$ cat config.mk
export PLATFORM = sky130hd
export DESIGN_NAME = mem_bus_arbiter
export DESIGN_NICKNAME = d
export VERILOG_FILES = /design/src/rtl/mem_bus_arbiter.sv
export SDC_FILE = /design/constraint.sdc
export NUM_CORES = 2
export LEC_CHECK = 0
export ABC_CLOCK_PERIOD_IN_PS = 13030
export BUFFER_PORTS_ARGS = -buffer_cell sky130_fd_sc_hd__buf_2
export CAP_MARGIN = 10
export CORE_AREA = 8 8 743 745
export CTS_CLUSTER_SIZE = 28
export DETAILED_ROUTE_END_ITERATION = 10
export DIE_AREA = 0 0 751 753
export PLACE_DENSITY = 0.34
export SETUP_SLACK_MARGIN = 0.15
export SLEW_MARGIN = 20
export SYNTH_ARGS = -nofsm -noshare
export SYNTH_HDL_FRONTEND = slang
export SYNTH_SLANG_ARGS = --single-unit
$ cat constraint.sdc
create_clock -name clk -period 13.03 [get_ports clk]
set_input_delay 1.303 -clock clk [delete_from_list [all_inputs] [get_ports clk]]
set_output_delay 1.303 -clock clk [all_outputs]
set_load 0.01 [all_outputs]
$ cat src/rtl/mem_bus_arbiter.sv
// mem_bus_arbiter: shares the single Sysbus memory port between the icache line
// fill, the dcache line fill and the dcache dirty-line writeback. Each grant
// moves one 64-byte line as eight beats and reports progress as a bit offset
// that reaches 512 for exactly one cycle when the line is complete.
module mem_bus_arbiter #(
    parameter int BUS_DATA_WIDTH = 64,
    parameter int BUS_TAG_WIDTH  = 13
) (
    input  logic                      clk,
    input  logic                      reset,
    input  logic                      ic_req,
    input  logic [BUS_DATA_WIDTH-1:0] ic_addr,
    output logic [511:0]              ic_line,
    output logic [9:0]                ic_offset,
    input  logic                      dc_fill_req,
    input  logic [BUS_DATA_WIDTH-1:0] dc_fill_addr,
    input  logic                      dc_wb_req,
    input  logic [BUS_DATA_WIDTH-1:0] dc_wb_addr,
    input  logic [511:0]              dc_wb_data,
    output logic [511:0]              dc_line,
    output logic [9:0]                dc_offset,
    output logic [9:0]                dc_wb_offset,
    output logic                      bus_reqcyc,
    output logic [BUS_DATA_WIDTH-1:0] bus_req,
    output logic [BUS_TAG_WIDTH-1:0]  bus_reqtag,
    input  logic                      bus_reqack,
    input  logic                      bus_respcyc,
    input  logic [BUS_DATA_WIDTH-1:0] bus_resp,
    input  logic [BUS_TAG_WIDTH-1:0]  bus_resptag,
    output logic                      bus_respack
);

    // Sysbus request tag: {op, device type, zeros}; memory device type is 4'b0001
    localparam logic [3:0] SYSBUS_MEMORY = 4'b0001;
    localparam logic [BUS_TAG_WIDTH-1:0] TAG_READ  = {1'b1, SYSBUS_MEMORY, {(BUS_TAG_WIDTH-5){1'b0}}};
    localparam logic [BUS_TAG_WIDTH-1:0] TAG_WRITE = {1'b0, SYSBUS_MEMORY, {(BUS_TAG_WIDTH-5){1'b0}}};
    localparam logic [9:0] BEAT_BITS = 10'd64;

    typedef enum logic [2:0] {IDLE, RD_ADDR, RD_DATA, WR_ADDR, WR_DATA, DONE} state_t;
    typedef enum logic [1:0] {G_IC, G_DCF, G_DCW} grant_t;

    state_t                    state_reg;
    grant_t                    grant_reg;
    logic                      last_fill_reg;   // 0: icache filled last, 1: dcache filled last
    logic [2:0]                cnt_reg;
    logic [511:0]              wbuf_reg;
    logic                      bus_reqcyc_reg;
    logic [BUS_DATA_WIDTH-1:0] bus_req_reg;
    logic [BUS_TAG_WIDTH-1:0]  bus_reqtag_reg;
    logic [9:0]                ic_offset_reg;
    logic [9:0]                dc_offset_reg;
    logic [9:0]                dc_wb_offset_reg;

    logic                      fill_pick_dcf;
    logic [BUS_DATA_WIDTH-1:0] fill_addr;
    logic                      beat_fire;
    logic                      unused_bits;

    // Round-robin between the two fills: dcache wins unless icache also wants
    // the bus and dcache was the last one served.
    assign fill_pick_dcf = dc_fill_req && (!ic_req || !last_fill_reg);
    assign fill_addr     = fill_pick_dcf ? dc_fill_addr : ic_addr;
    assign beat_fire     = (state_reg == RD_DATA) && bus_respcyc;

    assign bus_respack  = beat_fire;
    assign bus_reqcyc   = bus_reqcyc_reg;
    assign bus_req      = bus_req_reg;
    assign bus_reqtag   = bus_reqtag_reg;
    assign ic_offset    = ic_offset_reg;
    assign dc_offset    = dc_offset_reg;
    assign dc_wb_offset = dc_wb_offset_reg;

    // Response tag and the in-line byte offset of request addresses carry no information here
    assign unused_bits = ^{bus_resptag, ic_addr[5:0], dc_fill_addr[5:0], dc_wb_addr[5:0]};

    // Transfer sequencer: arbitrates in IDLE and drives the registered bus request and offsets
    always_ff @(posedge clk) begin
        if (reset) begin
            state_reg        <= IDLE;
            grant_reg        <= G_IC;
            last_fill_reg    <= 1'b0;
            cnt_reg          <= '0;
            bus_reqcyc_reg   <= 1'b0;
            bus_req_reg      <= '0;
            bus_reqtag_reg   <= '0;
            ic_offset_reg    <= '0;
            dc_offset_reg    <= '0;
            dc_wb_offset_reg <= '0;
        end else begin
            case (state_reg)
                IDLE: begin
                    if (dc_wb_req) begin
                        grant_reg      <= G_DCW;
                        state_reg      <= WR_ADDR;
                        bus_reqcyc_reg <= 1'b1;
                        bus_req_reg    <= {dc_wb_addr[BUS_DATA_WIDTH-1:6], 6'b0};
                        bus_reqtag_reg <= TAG_WRITE;
                    end else if (ic_req || dc_fill_req) begin
                        grant_reg      <= fill_pick_dcf ? G_DCF : G_IC;
                        state_reg      <= RD_ADDR;
                        bus_reqcyc_reg <= 1'b1;
                        bus_req_reg    <= {fill_addr[BUS_DATA_WIDTH-1:6], 6'b0};
                        bus_reqtag_reg <= TAG_READ;
                    end
                end
                RD_ADDR: begin
                    if (bus_reqack) begin
                        state_reg      <= RD_DATA;
                        cnt_reg        <= '0;
                        bus_reqcyc_reg <= 1'b0;
                        bus_req_reg    <= '0;
                        bus_reqtag_reg <= '0;
                    end
                end
                RD_DATA: begin
                    if (bus_respcyc) begin
                        cnt_reg <= cnt_reg + 3'd1;
                        if (grant_reg == G_IC) ic_offset_reg <= ic_offset_reg + BEAT_BITS;
                        else                   dc_offset_reg <= dc_offset_reg + BEAT_BITS;
                        if (cnt_reg == 3'd7) state_reg <= DONE;
                    end
                end
                WR_ADDR: begin
                    if (bus_reqack) begin
                        state_reg   <= WR_DATA;
                        cnt_reg     <= '0;
                        bus_req_reg <= dc_wb_data[BUS_DATA_WIDTH-1:0];
                    end
                end
                WR_DATA: begin
                    dc_wb_offset_reg <= dc_wb_offset_reg + BEAT_BITS;
                    if (cnt_reg == 3'd7) begin
                        state_reg      <= DONE;
                        bus_reqcyc_reg <= 1'b0;
                        bus_req_reg    <= '0;
                        bus_reqtag_reg <= '0;
                    end else begin
                        cnt_reg     <= cnt_reg + 3'd1;
                        bus_req_reg <= wbuf_reg[(int'(cnt_reg) + 1) * BUS_DATA_WIDTH +: BUS_DATA_WIDTH];
                    end
                end
                DONE: begin
                    state_reg        <= IDLE;
                    ic_offset_reg    <= '0;
                    dc_offset_reg    <= '0;
                    dc_wb_offset_reg <= '0;
                    case (grant_reg)
                        G_IC:    last_fill_reg <= 1'b0;
                        G_DCF:   last_fill_reg <= 1'b1;
                        default: ;
                    endcase
                end
                default: state_reg <= IDLE;
            endcase
        end
    end

    // Writeback line is snapshotted when the bus accepts the write request
    always_ff @(posedge clk) begin
        if (state_reg == WR_ADDR && bus_reqack) wbuf_reg <= dc_wb_data;
    end

    genvar gi;
    generate
        for (gi = 0; gi < 8; gi++) begin : g_beat
            logic [BUS_DATA_WIDTH-1:0] ic_beat_reg;
            logic [BUS_DATA_WIDTH-1:0] dc_beat_reg;

            // Capture response beat gi into the line of whichever fill is granted
            always_ff @(posedge clk) begin
                if (reset) begin
                    ic_beat_reg <= '0;
                    dc_beat_reg <= '0;
                end else if (beat_fire && cnt_reg == 3'(gi)) begin
                    if (grant_reg == G_IC) ic_beat_reg <= bus_resp;
                    else                   dc_beat_reg <= bus_resp;
                end
            end

            assign ic_line[gi*BUS_DATA_WIDTH +: BUS_DATA_WIDTH] = ic_beat_reg;
            assign dc_line[gi*BUS_DATA_WIDTH +: BUS_DATA_WIDTH] = dc_beat_reg;
        end
    endgenerate

endmodule
Yosys cells after proc, flatten, opt, wreduce, memory -nomap -nowiden

Index checks and enable logic that the tools add are counted.

Bits of input ports: 788
Flip-flop bits (word level): 1,653

Mux-type cells: 39
Add/sub/neg operators: 5
Reduce and logical (&&, ||, !) cells: 50
Shift operators: 1
Equal/unequal tests: 22
Bitwise logic cells: 1

Operators with widths:

| kind                                                                   | number |
|---|---|
| 512-bit by 11-bit indexed part select with 64-bit output               | 1 |
| 64-bit two-way mux                                                     | 6 |
| 64-bit one-hot mux with 4 select lines                                 | 1 |
| 10-bit one-hot mux with 2 select lines                                 | 3 |
| 13-bit two-way mux                                                     | 4 |
| 10-bit two-way mux                                                     | 4 |
| 13-bit one-hot mux with 3 select lines                                 | 1 |
| 2-bit AND reduction                                                    | 18 |
| 10-bit by 7-bit adder with 10-bit output (second input constant)       | 3 |
| 3-bit two-way mux                                                      | 9 |
| 3-bit equality test (second input constant)                            | 6 |
| 4-bit AND reduction                                                    | 4 |
| 3-bit one-hot mux with 5 select lines                                  | 1 |
| 3-bit by 2-bit equality test with 1-bit output (second input constant) | 4 |
| 2-bit inequality test (second input constant)                          | 6 |
| 1-bit logical AND                                                      | 11 |
| 3-bit one-hot mux with 3 select lines                                  | 1 |
| 2-bit nonzero test                                                     | 4 |
| 3-bit by 1-bit equality test with 1-bit output (second input constant) | 2 |
| 3-bit zero test                                                        | 2 |
| 3-bit AND reduction                                                    | 2 |
| 3-bit nonzero test                                                     | 2 |
| 1-bit two-way mux                                                      | 5 |
| 3-bit by 1-bit adder with 4-bit output (second input constant)         | 1 |
| 13 further kinds                                                       | 17 |

Logic depth before layout (Yosys ltp)

Depth in word-level cells: 7
Depth in mapped cells: 13
Mapped depth without buffers: 6

Worst setup path after synthesis

Ideal clock, no wire load.

Path kind: input port to flip-flop
Start: input port bus_reqack
End: register wbuf_reg[100] (enable)
Library setup time: 0.873 ns
Path slack: 0.647 ns
Required time: 12.157 ns
Data arrival time: 11.510 ns
Path buffers: 0
Cell stages on the path: 1
Cell sequence: and3_1

Word-level cells in the longest chain between the ends: 1

Ends and longest elaborated chain:

| what                   | RTL line | source |
|---|---|---|
| start: declaration     | 26       | `input logic bus_reqack,` |
| 1-bit logical AND      | 160      | `if (state_reg == WR_ADDR && bus_reqack) wbuf_reg <= dc_wb_data;` |
| end signal: assignment | 160      |  |
| end: declaration       | 46       | `logic [511:0] wbuf_reg;` |

No other way between the ends.
A chain may end at the register's enable or synchronous reset.

Final worst setup path

Start: register state_reg[1]
End: register wbuf_reg[96] (enable)

Word-level cells in the longest chain between the ends: 2

Ends and longest elaborated chain:

| what                                           | RTL line | source |
|---|---|---|
| start: declaration                             | 42       | `state_t state_reg;` |
| start signal: assignment                       | 79       | `state_reg <= IDLE;` |
| start signal: assignment                       | 94       | `state_reg <= WR_ADDR;` |
| start signal: assignment                       | 100      | `state_reg <= RD_ADDR;` |
| 3-bit by 2-bit equality test with 1-bit output | 160      |  |
| 1-bit logical AND                              | 160      |  |

No other way between the ends.

==> out/qor.yml <==
syn_avg_cell_area_sq_um: 9.53
clk_pin_slew_ns: 0.06
wl_um: 419000
fin_util_pct: 15.2
core_area_sq_um: 540000
grt_pass1_wl_um: 533000
holdPathStages: 2
min_from: "g_beat[6].ic_beat_reg[40]"
start_util_pct: 10.9
end_kind: "register"
antenna_found_initial: 260
fillerInstances: 61481
gr-total-overflow: 0
drc: 0
grt.total_usage_pct: 14.0
rows: 270
rrSetupSlack_ns: 8.68
viasPerCell: 3.45
cts_resized: 0
synth_seq_cells: 1559
portBuffers: 1860
die_height_um: 753
num-nets-final: 8544
synth_area_leader_cell: "dfxtp_1"
h-tree-depth: 4
clk_path_buf_depth: 4
drv_cap: 0
ys_seq_area_share_pct: 60.9
clk_latency_ns: 0.92
syn2layout_area_growth_pct: 39.9
dp.cells: 14752
hold_slack_ns: 0.449
status: "finished clean"
hpwl_um: 314000
tns_ns: 0
grt_max_degree: 197
first_pass_iters: 8
cts_made_buffers: 201
syn_inst: 6157
ys.flop_type: "dfxtp_1"
antenna_left: 0
required_ns: 13.54
synthTopCellsByArea: "dfxtp_1, edfxtp_1, nand2_1, a21oi_1, mux4_2"
cts_tree: "built"
rsz0062_at_grt: "false"
drv_slew: 0
worstRegToRegCells: 4
worst_slew_pin_slew_ns: 1.31
grt_pass1_vias: 50387
yosysWarnings: 0
die_area_sq_um: 566000
ir_drop_uv: 98.7
p_leak_nw: 30.3
synthDistinctLibCells: 61
clock-root-buffer: "clkbuf_16"
gp_congestion: 0.845
vias: 52534
arrival_ns: 4.85
yosys.area.top_type_share_pct: 37.9
routedWlPerCell_um: 27.5
max_slew_margin_pct: 12.8
async_flop_share_pct: 0
skew_ns: 0.0674
setup_viol: 0
reg2reg_from: "state_reg[1]"
crit_type: "reg2reg"
drive_above_1_share_pct: 30.2
min_period_ns: 4.35
clkSinkCount: 1559
die_x_um: 751
hold_viol_final: 0
io_pins: 1921
hold_path_class: "reg2reg"
hold_end: "g_beat[6].ic_beat_reg[40]"
cts_setup_buffers: 0
stdcell_count: 15224
drt_iter0_markers: 4170
crit_fanout: 142
p_per_area_nw_per_um2: 163
ctsHoldBuffers: 0
r2r_end: "wbuf_reg[96]"
synth_edf_count: 448
startpoint_type: "register"
synth_area_sq_um: 58700
min_period_over_period_pct: 33.4
fmax_mhz: 230
==> per-layer routing <==
layer  global-route usage, %  vias up  wire [um]
met5                       0        -        944
li1                        -    24027          -
met1                    15.6    25380     158000
met3                    3.76      724      29900
met2                    25.9     2257     215000
met4                    4.21      146      15300
==> cells in the final DEF (no fill, tap or decap), types with 4 or more instances in the layout <==
cell type,instances
clkinv_2,21
buf_4,120
bufinv_16,7
a21oi_1,1161
o211ai_1,64
a221o_1,58
clkbuf_1,63
inv_1,129
o221ai_1,64
nand2b_1,4
clkinv_4,4
clkbuf_16,204
a311oi_1,58
nand3_1,6
a211oi_1,6
clkinvlp_4,4
buf_2,1849
clkinv_1,9
mux4_2,64
conb_1,29
buf_12,8
nor2_1,78
and3_4,17
dfxtp_1,1108
o21ai_0,9
inv_16,4
nor3_1,4
nand2_1,2113
clkinv_16,6
edfxtp_1,448
mux2i_1,65
nand3_4,16
xor2_1,5
ha_1,9
diode_2,106
clkbuf_8,40
==> cells in the mapped netlist (58+ instances only) <==
cell type,count
mux2i_1,65
inv_1,129
a221o_1,58
o211ai_1,64
edfxtp_1,448
a21oi_1,1161
buf_2,148
a311oi_1,58
dfxtp_1,1111
clkbuf_1,328
nor2_1,78
nand2_1,2113
buf_4,73
mux4_2,64
buf_6,60
o221ai_1,64
==> how the worst max path moves through the flow <==
stage                       from       endpoint  slack (ns)  depth (start not counted)
detailed placement    bus_reqack  wbuf_reg[479]        8.20                          5
finish              state_reg[1]   wbuf_reg[96]        8.68                          4
global placement      bus_reqack  wbuf_reg[479]        8.19                          5
global route        state_reg[1]    bus_respack        8.47                          3
floorplan             bus_reqack  wbuf_reg[100]        0.65                          1
CTS                 state_reg[1]    bus_respack        8.52                          3
==> worst max-delay path: stages, from the launching register on <==
cell and delay, ns:
dfxtp_1 0.81, and3_4 0.73, buf_4 0.55, buf_12 0.58
buf_4 0.89
==> per-stage QoR <==
| stage | power [mW] | instance area, sq um | setup slack [ns] |
|---|---|---|---|
| after CTS | 13.7 | 81800 | 8.52 |
| after floorplan | 6.60 | 58800 | 0.647 |
| after global routing | 13.9 | 81900 | 8.47 |
| after detailed placement | 7.84 | 75200 | 8.20 |
| final | 13.3 | 82000 | 8.68 |
| after global placement | 7.84 | 75100 | 8.19 |
==> where the power goes <==
part	switching [mW]	internal, mW	total (mW)
combinational	1.56	0.640	2.20
clock	2.42	3.27	5.69
sequential	0.189	5.25	5.44
==> cells by family (layout without fill, tap and decap cells) <==
| group | Yosys count | after routing | share of synthesized area, % |
|---|---|---|---|
| xor+xnor | 5 | 5 | 0.0747 |
| compound gates | 1440 | 1440 | 14.0 |
| fa+ha+maj | 9 | 9 | 0.192 |
| flops | 1559 | 1559 | 60.9 |
| other cells | 1 | 135 | 0.00639 |
| buf+inv | 750 | 2475 | 6.35 |
| simple gates | 2264 | 2264 | 15.0 |
| mux | 129 | 129 | 3.57 |
==> cell type report <==
type / count / area, sq um / area share [%]
well taps: 7208 / 9020 / 11.0
repair buffers: 1980 / 10400 / 12.6
inverters: 129 / 484 / 0.590
multi-input cells: 3876 / 19600 / 23.9
clock buffers: 309 / 5910 / 7.20
diodes: 106 / 265 / 0.323
flip-flops and latches: 1559 / 35700 / 43.5
clock inverters: 57 / 692 / 0.843
Note: power is estimated with default switching activity, not from simulation.
